### config.mk
export PLATFORM = sky130hd
export DESIGN_NAME = multicycle_control_flat
export DESIGN_NICKNAME = d
export VERILOG_FILES = /design/src/rtl/multicycle_control_pkg.sv /design/src/rtl/multicycle_control_if.sv /design/src/rtl/multicycle_control_alu_decoder.sv /design/src/rtl/multicycle_control.sv /design/src/flat_wrapper.sv
export SDC_FILE = /design/constraint.sdc
export NUM_CORES = 1
export LEC_CHECK = 0
export BUFFER_PORTS_ARGS = -buffer_cell sky130_fd_sc_hd__buf_2
export CAP_MARGIN = 20
export CORE_MARGIN = 2
export CORE_UTILIZATION = 45
export DETAILED_ROUTE_END_ITERATION = 8
export GPL_TIMING_DRIVEN = 0
export HOLD_SLACK_MARGIN = 0.03
export PLACE_DENSITY = 0.76
export SLEW_MARGIN = 20
export SYNTH_ARGS = -nofsm -noshare
export SYNTH_HDL_FRONTEND = slang
export SYNTH_HIERARCHICAL = 1
export SYNTH_SLANG_ARGS = --single-unit
### constraint.sdc
create_clock -name clk -period 1.25 [get_ports clk]
set_input_delay 0.0625 -clock clk [delete_from_list [all_inputs] [get_ports clk]]
set_output_delay 0.0625 -clock clk [all_outputs]
set_load 0.01 [all_outputs]
### src/rtl/multicycle_control_pkg.sv
// rtl/multicycle_control_pkg.sv - shared states, ALU codes, opcodes and select encodings
package multicycle_control_pkg;

  typedef enum logic [3:0] {
    S_FETCH    = 4'd0,
    S_DECODE   = 4'd1,
    S_MEMADR   = 4'd2,
    S_MEMREAD  = 4'd3,
    S_MEMWB    = 4'd4,
    S_MEMWRITE = 4'd5,
    S_EXECR    = 4'd6,
    S_EXECI    = 4'd7,
    S_ALUWB    = 4'd8,
    S_BEQ      = 4'd9,
    S_JAL      = 4'd10,
    S_TRAP     = 4'd11
  } state_t;

  localparam logic [3:0] ALU_AND = 4'b0000;
  localparam logic [3:0] ALU_OR  = 4'b0001;
  localparam logic [3:0] ALU_ADD = 4'b0010;
  localparam logic [3:0] ALU_SUB = 4'b0110;
  localparam logic [3:0] ALU_SLT = 4'b0111;
  localparam logic [3:0] ALU_NOR = 4'b1100;

  localparam logic [6:0] OP_LOAD   = 7'b0000011;
  localparam logic [6:0] OP_STORE  = 7'b0100011;
  localparam logic [6:0] OP_RTYPE  = 7'b0110011;
  localparam logic [6:0] OP_ITYPE  = 7'b0010011;
  localparam logic [6:0] OP_BRANCH = 7'b1100011;
  localparam logic [6:0] OP_JAL    = 7'b1101111;

  localparam logic       ADR_PC     = 1'b0;
  localparam logic       ADR_ALUOUT = 1'b1;

  localparam logic [1:0] SRCA_PC    = 2'b00;
  localparam logic [1:0] SRCA_OLDPC = 2'b01;
  localparam logic [1:0] SRCA_RD1   = 2'b10;

  localparam logic [1:0] SRCB_RD2  = 2'b00;
  localparam logic [1:0] SRCB_IMM  = 2'b01;
  localparam logic [1:0] SRCB_FOUR = 2'b10;

  localparam logic [1:0] RES_ALUOUT    = 2'b00;
  localparam logic [1:0] RES_DATA      = 2'b01;
  localparam logic [1:0] RES_ALURESULT = 2'b10;

  localparam logic [1:0] IMM_I = 2'b00;
  localparam logic [1:0] IMM_S = 2'b01;
  localparam logic [1:0] IMM_B = 2'b10;
  localparam logic [1:0] IMM_J = 2'b11;

  localparam logic [1:0] ALUOP_ADD   = 2'b00;
  localparam logic [1:0] ALUOP_SUB   = 2'b01;
  localparam logic [1:0] ALUOP_FUNCT = 2'b10;

  // Only beq is implemented among branches; shifts and xor are outside the subset.
  function automatic logic is_legal(input logic [6:0] op, input logic [2:0] funct3);
    logic ok;
    ok = 1'b0;
    case (op)
      OP_LOAD, OP_STORE, OP_JAL: ok = 1'b1;
      OP_RTYPE, OP_ITYPE:
        ok = !(funct3 == 3'b001 || funct3 == 3'b100 || funct3 == 3'b101);
      OP_BRANCH: ok = (funct3 == 3'b000);
      default: ok = 1'b0;
    endcase
    return ok;
  endfunction

endpackage

### src/rtl/multicycle_control_if.sv
// rtl/multicycle_control_if.sv - control/datapath signal bundle
interface multicycle_control_if;
  logic [6:0] op;
  logic [2:0] funct3;
  logic       funct7b5;
  logic       Zero;
  logic       MemReady;
  logic       PCWrite;
  logic       AdrSrc;
  logic       MemWrite;
  logic       MemReq;
  logic       IRWrite;
  logic [1:0] ResultSrc;
  logic [1:0] ALUSrcA;
  logic [1:0] ALUSrcB;
  logic [1:0] ImmSrc;
  logic       RegWrite;
  logic [3:0] ALUControl;
  logic       MemTimeout;
  logic [3:0] StateOut;

  modport master (
    input  op, funct3, funct7b5, Zero, MemReady,
    output PCWrite, AdrSrc, MemWrite, MemReq, IRWrite, ResultSrc, ALUSrcA,
           ALUSrcB, ImmSrc, RegWrite, ALUControl, MemTimeout, StateOut
  );

  modport slave (
    output op, funct3, funct7b5, Zero, MemReady,
    input  PCWrite, AdrSrc, MemWrite, MemReq, IRWrite, ResultSrc, ALUSrcA,
           ALUSrcB, ImmSrc, RegWrite, ALUControl, MemTimeout, StateOut
  );
endinterface

### src/rtl/multicycle_control_alu_decoder.sv
// rtl/multicycle_control_alu_decoder.sv - ALUOp/funct to ALUControl decode
module multicycle_control_alu_decoder
  import multicycle_control_pkg::*;
(
  input  logic [1:0] alu_op,
  input  logic [2:0] funct3,
  input  logic       funct7b5,
  input  logic       op5,
  output logic [3:0] alu_control
);

  always_comb begin
    alu_control = ALU_ADD;
    case (alu_op)
      ALUOP_ADD: alu_control = ALU_ADD;
      ALUOP_SUB: alu_control = ALU_SUB;
      default: begin
        case (funct3)
          // op[5] separates R-type from I-type so addi never becomes a subtract.
          3'b000:         alu_control = (op5 && funct7b5) ? ALU_SUB : ALU_ADD;
          3'b010, 3'b011: alu_control = ALU_SLT;
          3'b110:         alu_control = ALU_OR;
          3'b111:         alu_control = ALU_AND;
          default:        alu_control = ALU_ADD;
        endcase
      end
    endcase
  end

endmodule

### src/rtl/multicycle_control.sv
// rtl/multicycle_control.sv - multi-cycle RV32I-subset control FSM; ILLEGAL_TRAP_EN selects trap-on-illegal
module multicycle_control
  import multicycle_control_pkg::*;
#(
  parameter int MEM_TIMEOUT = 16,
  parameter int CNT_W       = 8
) (
  input logic                 clk,
  input logic                 rst_n,
  multicycle_control_if.master bus
);

`ifdef ILLEGAL_TRAP_EN
  localparam state_t ILLEGAL_NEXT = S_TRAP;
`else
  localparam state_t ILLEGAL_NEXT = S_FETCH;
`endif

  state_t           state;
  state_t           state_next;
  logic [CNT_W-1:0] wait_cnt;
  logic [1:0]       alu_op;
  logic [3:0]       alu_ctrl;
  logic             pcw, irw, rw, mw, mreq;
  logic             adr;
  logic [1:0]       srca, srcb, res, imm;

  multicycle_control_alu_decoder u_alu_dec (
    .alu_op     (alu_op),
    .funct3     (bus.funct3),
    .funct7b5   (bus.funct7b5),
    .op5        (bus.op[5]),
    .alu_control(alu_ctrl)
  );

  always_comb begin
    state_next = state;
    case (state)
      S_FETCH:    if (bus.MemReady) state_next = S_DECODE;
      S_DECODE: begin
        if (!is_legal(bus.op, bus.funct3)) state_next = ILLEGAL_NEXT;
        else begin
          case (bus.op)
            OP_LOAD, OP_STORE: state_next = S_MEMADR;
            OP_RTYPE:          state_next = S_EXECR;
            OP_ITYPE:          state_next = S_EXECI;
            OP_BRANCH:         state_next = S_BEQ;
            OP_JAL:            state_next = S_JAL;
            default:           state_next = ILLEGAL_NEXT;
          endcase
        end
      end
      S_MEMADR:   state_next = (bus.op == OP_STORE) ? S_MEMWRITE : S_MEMREAD;
      S_MEMREAD:  if (bus.MemReady) state_next = S_MEMWB;
      S_MEMWB:    state_next = S_FETCH;
      S_MEMWRITE: if (bus.MemReady) state_next = S_FETCH;
      S_EXECR,
      S_EXECI:    state_next = S_ALUWB;
      S_ALUWB,
      S_BEQ:      state_next = S_FETCH;
      S_JAL:      state_next = S_ALUWB;
`ifdef ILLEGAL_TRAP_EN
      S_TRAP:     state_next = S_TRAP;
`else
      S_TRAP:     state_next = S_FETCH;
`endif
      default:    state_next = S_FETCH;
    endcase
  end

  // Any state change clears the count, which covers entry into every waiting state.
  always_ff @(posedge clk or negedge rst_n) begin
    if (!rst_n) begin
      state    <= S_FETCH;
      wait_cnt <= '0;
    end else begin
      state <= state_next;
      if (state_next != state) wait_cnt <= '0;
      else if (mreq && !bus.MemReady && wait_cnt != CNT_W'(MEM_TIMEOUT))
        wait_cnt <= wait_cnt + 1'b1;
    end
  end

  always_comb begin
    pcw    = 1'b0;
    irw    = 1'b0;
    rw     = 1'b0;
    mw     = 1'b0;
    mreq   = 1'b0;
    adr    = ADR_PC;
    srca   = SRCA_PC;
    srcb   = SRCB_RD2;
    res    = RES_ALUOUT;
    imm    = IMM_I;
    alu_op = ALUOP_ADD;
    case (state)
      S_FETCH: begin
        mreq = 1'b1;
        irw  = bus.MemReady;
        pcw  = bus.MemReady;
        srcb = SRCB_FOUR;
        res  = RES_ALURESULT;
      end
      S_DECODE: begin
        srca = SRCA_OLDPC;
        srcb = SRCB_IMM;
        imm  = IMM_B;
      end
      S_MEMADR: begin
        srca = SRCA_RD1;
        srcb = SRCB_IMM;
        imm  = (bus.op == OP_STORE) ? IMM_S : IMM_I;
      end
      S_MEMREAD: begin
        mreq = 1'b1;
        adr  = ADR_ALUOUT;
      end
      S_MEMWB: begin
        res = RES_DATA;
        rw  = 1'b1;
      end
      S_MEMWRITE: begin
        mreq = 1'b1;
        mw   = 1'b1;
        adr  = ADR_ALUOUT;
      end
      S_EXECR: begin
        srca   = SRCA_RD1;
        srcb   = SRCB_RD2;
        alu_op = ALUOP_FUNCT;
      end
      S_EXECI: begin
        srca   = SRCA_RD1;
        srcb   = SRCB_IMM;
        alu_op = ALUOP_FUNCT;
      end
      S_ALUWB: rw = 1'b1;
      S_BEQ: begin
        srca   = SRCA_RD1;
        srcb   = SRCB_RD2;
        alu_op = ALUOP_SUB;
        pcw    = bus.Zero;
      end
      // ALUOut still holds the DECODE target, so PC loads it while ALU computes OldPC+4.
      S_JAL: begin
        srca = SRCA_OLDPC;
        srcb = SRCB_FOUR;
        pcw  = 1'b1;
      end
      default: ;
    endcase
  end

  assign bus.PCWrite    = pcw & rst_n;
  assign bus.IRWrite    = irw & rst_n;
  assign bus.RegWrite   = rw & rst_n;
  assign bus.MemWrite   = mw & rst_n;
  assign bus.MemReq     = mreq & rst_n;
  assign bus.MemTimeout = mreq & rst_n & (wait_cnt == CNT_W'(MEM_TIMEOUT));
  assign bus.AdrSrc     = adr;
  assign bus.ALUSrcA    = srca;
  assign bus.ALUSrcB    = srcb;
  assign bus.ResultSrc  = res;
  assign bus.ImmSrc     = imm;
  assign bus.ALUControl = alu_ctrl;
  assign bus.StateOut   = state;

endmodule

### src/flat_wrapper.sv
// flat-port wrapper written by rule: the top's interface ports become plain ports
module multicycle_control_flat import multicycle_control_pkg::*;
#(
  parameter int MEM_TIMEOUT = 16,
  parameter int CNT_W       = 8
)
  (clk, rst_n, bus_op, bus_funct3, bus_funct7b5, bus_Zero, bus_MemReady, bus_PCWrite, bus_AdrSrc, bus_MemWrite, bus_MemReq, bus_IRWrite, bus_ResultSrc, bus_ALUSrcA, bus_ALUSrcB, bus_ImmSrc, bus_RegWrite, bus_ALUControl, bus_MemTimeout, bus_StateOut);
  multicycle_control_if bus_i ();
  input logic clk;
  input logic rst_n;
  input wire logic [$bits(bus_i.op)-1:0] bus_op;
  input wire logic [$bits(bus_i.funct3)-1:0] bus_funct3;
  input wire logic [$bits(bus_i.funct7b5)-1:0] bus_funct7b5;
  input wire logic [$bits(bus_i.Zero)-1:0] bus_Zero;
  input wire logic [$bits(bus_i.MemReady)-1:0] bus_MemReady;
  output wire logic [$bits(bus_i.PCWrite)-1:0] bus_PCWrite;
  output wire logic [$bits(bus_i.AdrSrc)-1:0] bus_AdrSrc;
  output wire logic [$bits(bus_i.MemWrite)-1:0] bus_MemWrite;
  output wire logic [$bits(bus_i.MemReq)-1:0] bus_MemReq;
  output wire logic [$bits(bus_i.IRWrite)-1:0] bus_IRWrite;
  output wire logic [$bits(bus_i.ResultSrc)-1:0] bus_ResultSrc;
  output wire logic [$bits(bus_i.ALUSrcA)-1:0] bus_ALUSrcA;
  output wire logic [$bits(bus_i.ALUSrcB)-1:0] bus_ALUSrcB;
  output wire logic [$bits(bus_i.ImmSrc)-1:0] bus_ImmSrc;
  output wire logic [$bits(bus_i.RegWrite)-1:0] bus_RegWrite;
  output wire logic [$bits(bus_i.ALUControl)-1:0] bus_ALUControl;
  output wire logic [$bits(bus_i.MemTimeout)-1:0] bus_MemTimeout;
  output wire logic [$bits(bus_i.StateOut)-1:0] bus_StateOut;
  assign bus_i.op = bus_op;
  assign bus_i.funct3 = bus_funct3;
  assign bus_i.funct7b5 = bus_funct7b5;
  assign bus_i.Zero = bus_Zero;
  assign bus_i.MemReady = bus_MemReady;
  assign bus_PCWrite = bus_i.PCWrite;
  assign bus_AdrSrc = bus_i.AdrSrc;
  assign bus_MemWrite = bus_i.MemWrite;
  assign bus_MemReq = bus_i.MemReq;
  assign bus_IRWrite = bus_i.IRWrite;
  assign bus_ResultSrc = bus_i.ResultSrc;
  assign bus_ALUSrcA = bus_i.ALUSrcA;
  assign bus_ALUSrcB = bus_i.ALUSrcB;
  assign bus_ImmSrc = bus_i.ImmSrc;
  assign bus_RegWrite = bus_i.RegWrite;
  assign bus_ALUControl = bus_i.ALUControl;
  assign bus_MemTimeout = bus_i.MemTimeout;
  assign bus_StateOut = bus_i.StateOut;
  multicycle_control #(.MEM_TIMEOUT(MEM_TIMEOUT), .CNT_W(CNT_W)) u_core (.clk(clk), .rst_n(rst_n), .bus(bus_i));
endmodule
==> out/results.ini <==
[setup_path]
worstSetupPathType=reg -> out
worstPathRequired_ns=1.19
worst-path-max-fanout=5
path_cells=buf_6 -> or3b_1 -> a21oi_2 -> a31oi_1 -> nor3b_2 -> buf_2
worst_ep_arrival_time_ns=1.89
worst-path-buf-inv=2
cp_top_family=simple AND/OR/NAND/NOR gates
setup.worst_path.end_class=output pin
cp_slowest_cell=dfrtp_2
cp_slowest_stage_delay_ns=0.45
startpoint_type=flop

[routing]
wirelength_um=4420
drc=0
wl_met1_um=1637
vias_per_cell=5.945
drtAntennaViolNets=0
met3_length_um=308
routed-via-count=1409
drt_iter0_drc=38
post_drt_wl_per_cell_um=18.65
wl_met2_um=2242
routed.top_layer=met4
dr.pass1.iters=4

[cts]
cts.path.max_buffers=2
cts_tree=yes
clk_pin_slew_ns=0.08
clock_sinks=12
cts_buffers=3
clock_latency_ns=0.28
h-tree-depth=1
root_buffer=clkbuf_4

[grt]
grt_max_degree=13
grt-ovfl-total=0
grt_first_pass_wirelength_um=5009
track_usage=0.2359
first_global_vias=1133
antenna_found_initial=0

[timing]
slew_viol_final=0
hold_viol=0
setup_viol=31
worstMarginPinSlew_ns=0.5359
fmax_mhz=511.5
grt_setup_unrepaired=true
fin_tns_setup_ns=-11.86
fin_crit_sh=1.564
holdWs_ns=0.1836
final.setup.worst_slack_ns=-0.7051
post-route-min-period_ns=1.955
slew_headroom=0.6416
finClkSkew_ns=0.002333

[synthesis]
syn_inst=135
syn-num-nets=152
synth.distinct_cells=48
yosysMostFrequentCell=nor2_1
synth_top_area_frac=0.2694
netlist_top_cells_area=dfrtp_1 27%, nor2_1 7.1%, a21oi_1 4.5%, buf_6 4.0%, xnor2_1 3.9%
yosysTopAreaCell=dfrtp_1
syn_avg_cell_area_um2=8.258
ys_warn_count=6
synth_flop_cell=dfrtp_1
synth_common_cells=21 x nor2_1, 12 x dfrtp_1, 10 x a21oi_1
synth_seq_cells=12
synthesis.area_um2=1115
synth_edf_count=0
async_flop_share=1.000
yosysSeqAreaShare=0.2694

[power_and_ir_drop]
cellPowerDensity_nw_per_um2=572.1
p_leak_uw=0.0008986
ir_worst_vdd_v=0.0006184

[place]
placed_area_um2=1388
numPortBuffers=36
gp_congestion=0.8101
dp_hpwl_um=1999
pre_cts_slack_ns=-0.3168

[die]
num_rows=18
die-area_um2=2892
placeableCoreArea_um2=2410
ios=38
chipWidth_um=53.78
initial_utilization=0.4626
fp.dieH_um=53.78

[outcome]
violations=negative setup slack
outcome=complete, but fails checks

[worst_hold_path]
hold_class=in -> reg

[final_layout]
multi_input_area_um2=983.4
regArea_um2=304.0
drive_gt1_frac=0.6280
finalInstanceArea_um2=1952
layout.nets=225
n_antenna_cell=0
syn_to_final_growth_pct=75.08
fill_cells=146
post-route-util=0.8100

[run]
drv_cap=0

==> worst register-to-register path, cell delays in order, from the launching register on <==
cell	delay [ns]
dfrtp_2	0.45
buf_4	0.15
buf_6	0.11
buf_8	0.13
xnor2_4	0.19
buf_6	0.13
nor2_4	0.04
o21bai_4	0.25
nor2_1	0.09
==> through the flow <==
stage                     total power (µW)  cells
after detailed placement             667.6    201
after global placement               659.0    201
final                                 1117    237
after global routing                  1181    237
after floorplan                      569.5    135
after CTS                             1032    225
==> kinds of logic (layout without fill, tap and decap cells) <==
family          Yosys count  count (layout)  share of synthesized area
fa+ha+maj                 2               2                    0.02244
buf+inv                  11              83                    0.07407
simple gates             72              72                     0.3827
flops                    12              12                     0.2694
mux                       3               3                    0.02806
xor+xnor                  9               9                    0.07070
compound gates           25              25                     0.1493
other cells               1               1                   0.003364
==> flip-flops by register name, summed over array words and instances (netlist names) <==
register	count
u_core/wait_cnt	8
u_core/bus.StateOut	4
==> area by class of cell <==
class	count	area share
Multi-Input combinational cell	112	0.5038
Buffer	6	0.03462
Sequential cell	12	0.1558
Inverter	4	0.008974
Clock buffer	4	0.01859
Tap cell	30	0.01923
Timing Repair Buffer	69	0.2590
==> what timing repair did <==
action,in CTS,in global routing
hold buffers,1,0
pin swaps,17,20
hold endpoints to repair,12,0
cloned,0,0
setup endpoints to repair,29,30
gates resized for setup,29,35
buffers inserted,19,14
==> worst paths after layout <==
check	from	to	slack, ns	depth (start not counted)
max reg2reg	u_core/bus.StateOut[1]	u_core/wait_cnt[0]	-0.41	8
max	u_core/bus.StateOut[1]	bus_PCWrite	-0.71	6
max in group asynchronous	rst_n	u_core/bus.StateOut[2]	0.44	2
min reg2reg	u_core/wait_cnt[2]	u_core/wait_cnt[2]	0.66	2
min in group asynchronous	rst_n	u_core/wait_cnt[5]	0.43	2
min	bus_op[2]	u_core/bus.StateOut[3]	0.18	4
==> metal layers <==
layer	GRT usage	up-vias
met4	0.05983	0
met1	0.2847	677
met3	0.05833	24
met2	0.4146	82
li1	-	626
met5	0	-
==> power by group <==
part           switching (µW)  total (µW)  leakage, µW  internal, µW
clock                     140         317    0.0000210           177
combinational             202         392     0.000718           190
sequential               9.93         408     0.000160           398
total                     352        1120     0.000899           765
==> placed cells by master (no fill, tap or decap), types with 4 or more instances in the layout <==
cell | Yosys | routed
buf_6 | 4 | 18
buf_2 | 0 | 30
a21oi_1 | 10 | 4
nand3_1 | 8 | 6
nand2_2 | 0 | 4
dfrtp_1 | 12 | 9
a21oi_2 | 1 | 7
xor2_1 | 4 | 4
nor2_1 | 21 | 13
buf_4 | 3 | 24
nor2_4 | 0 | 5
Note: power is estimated with default switching activity, not from simulation.
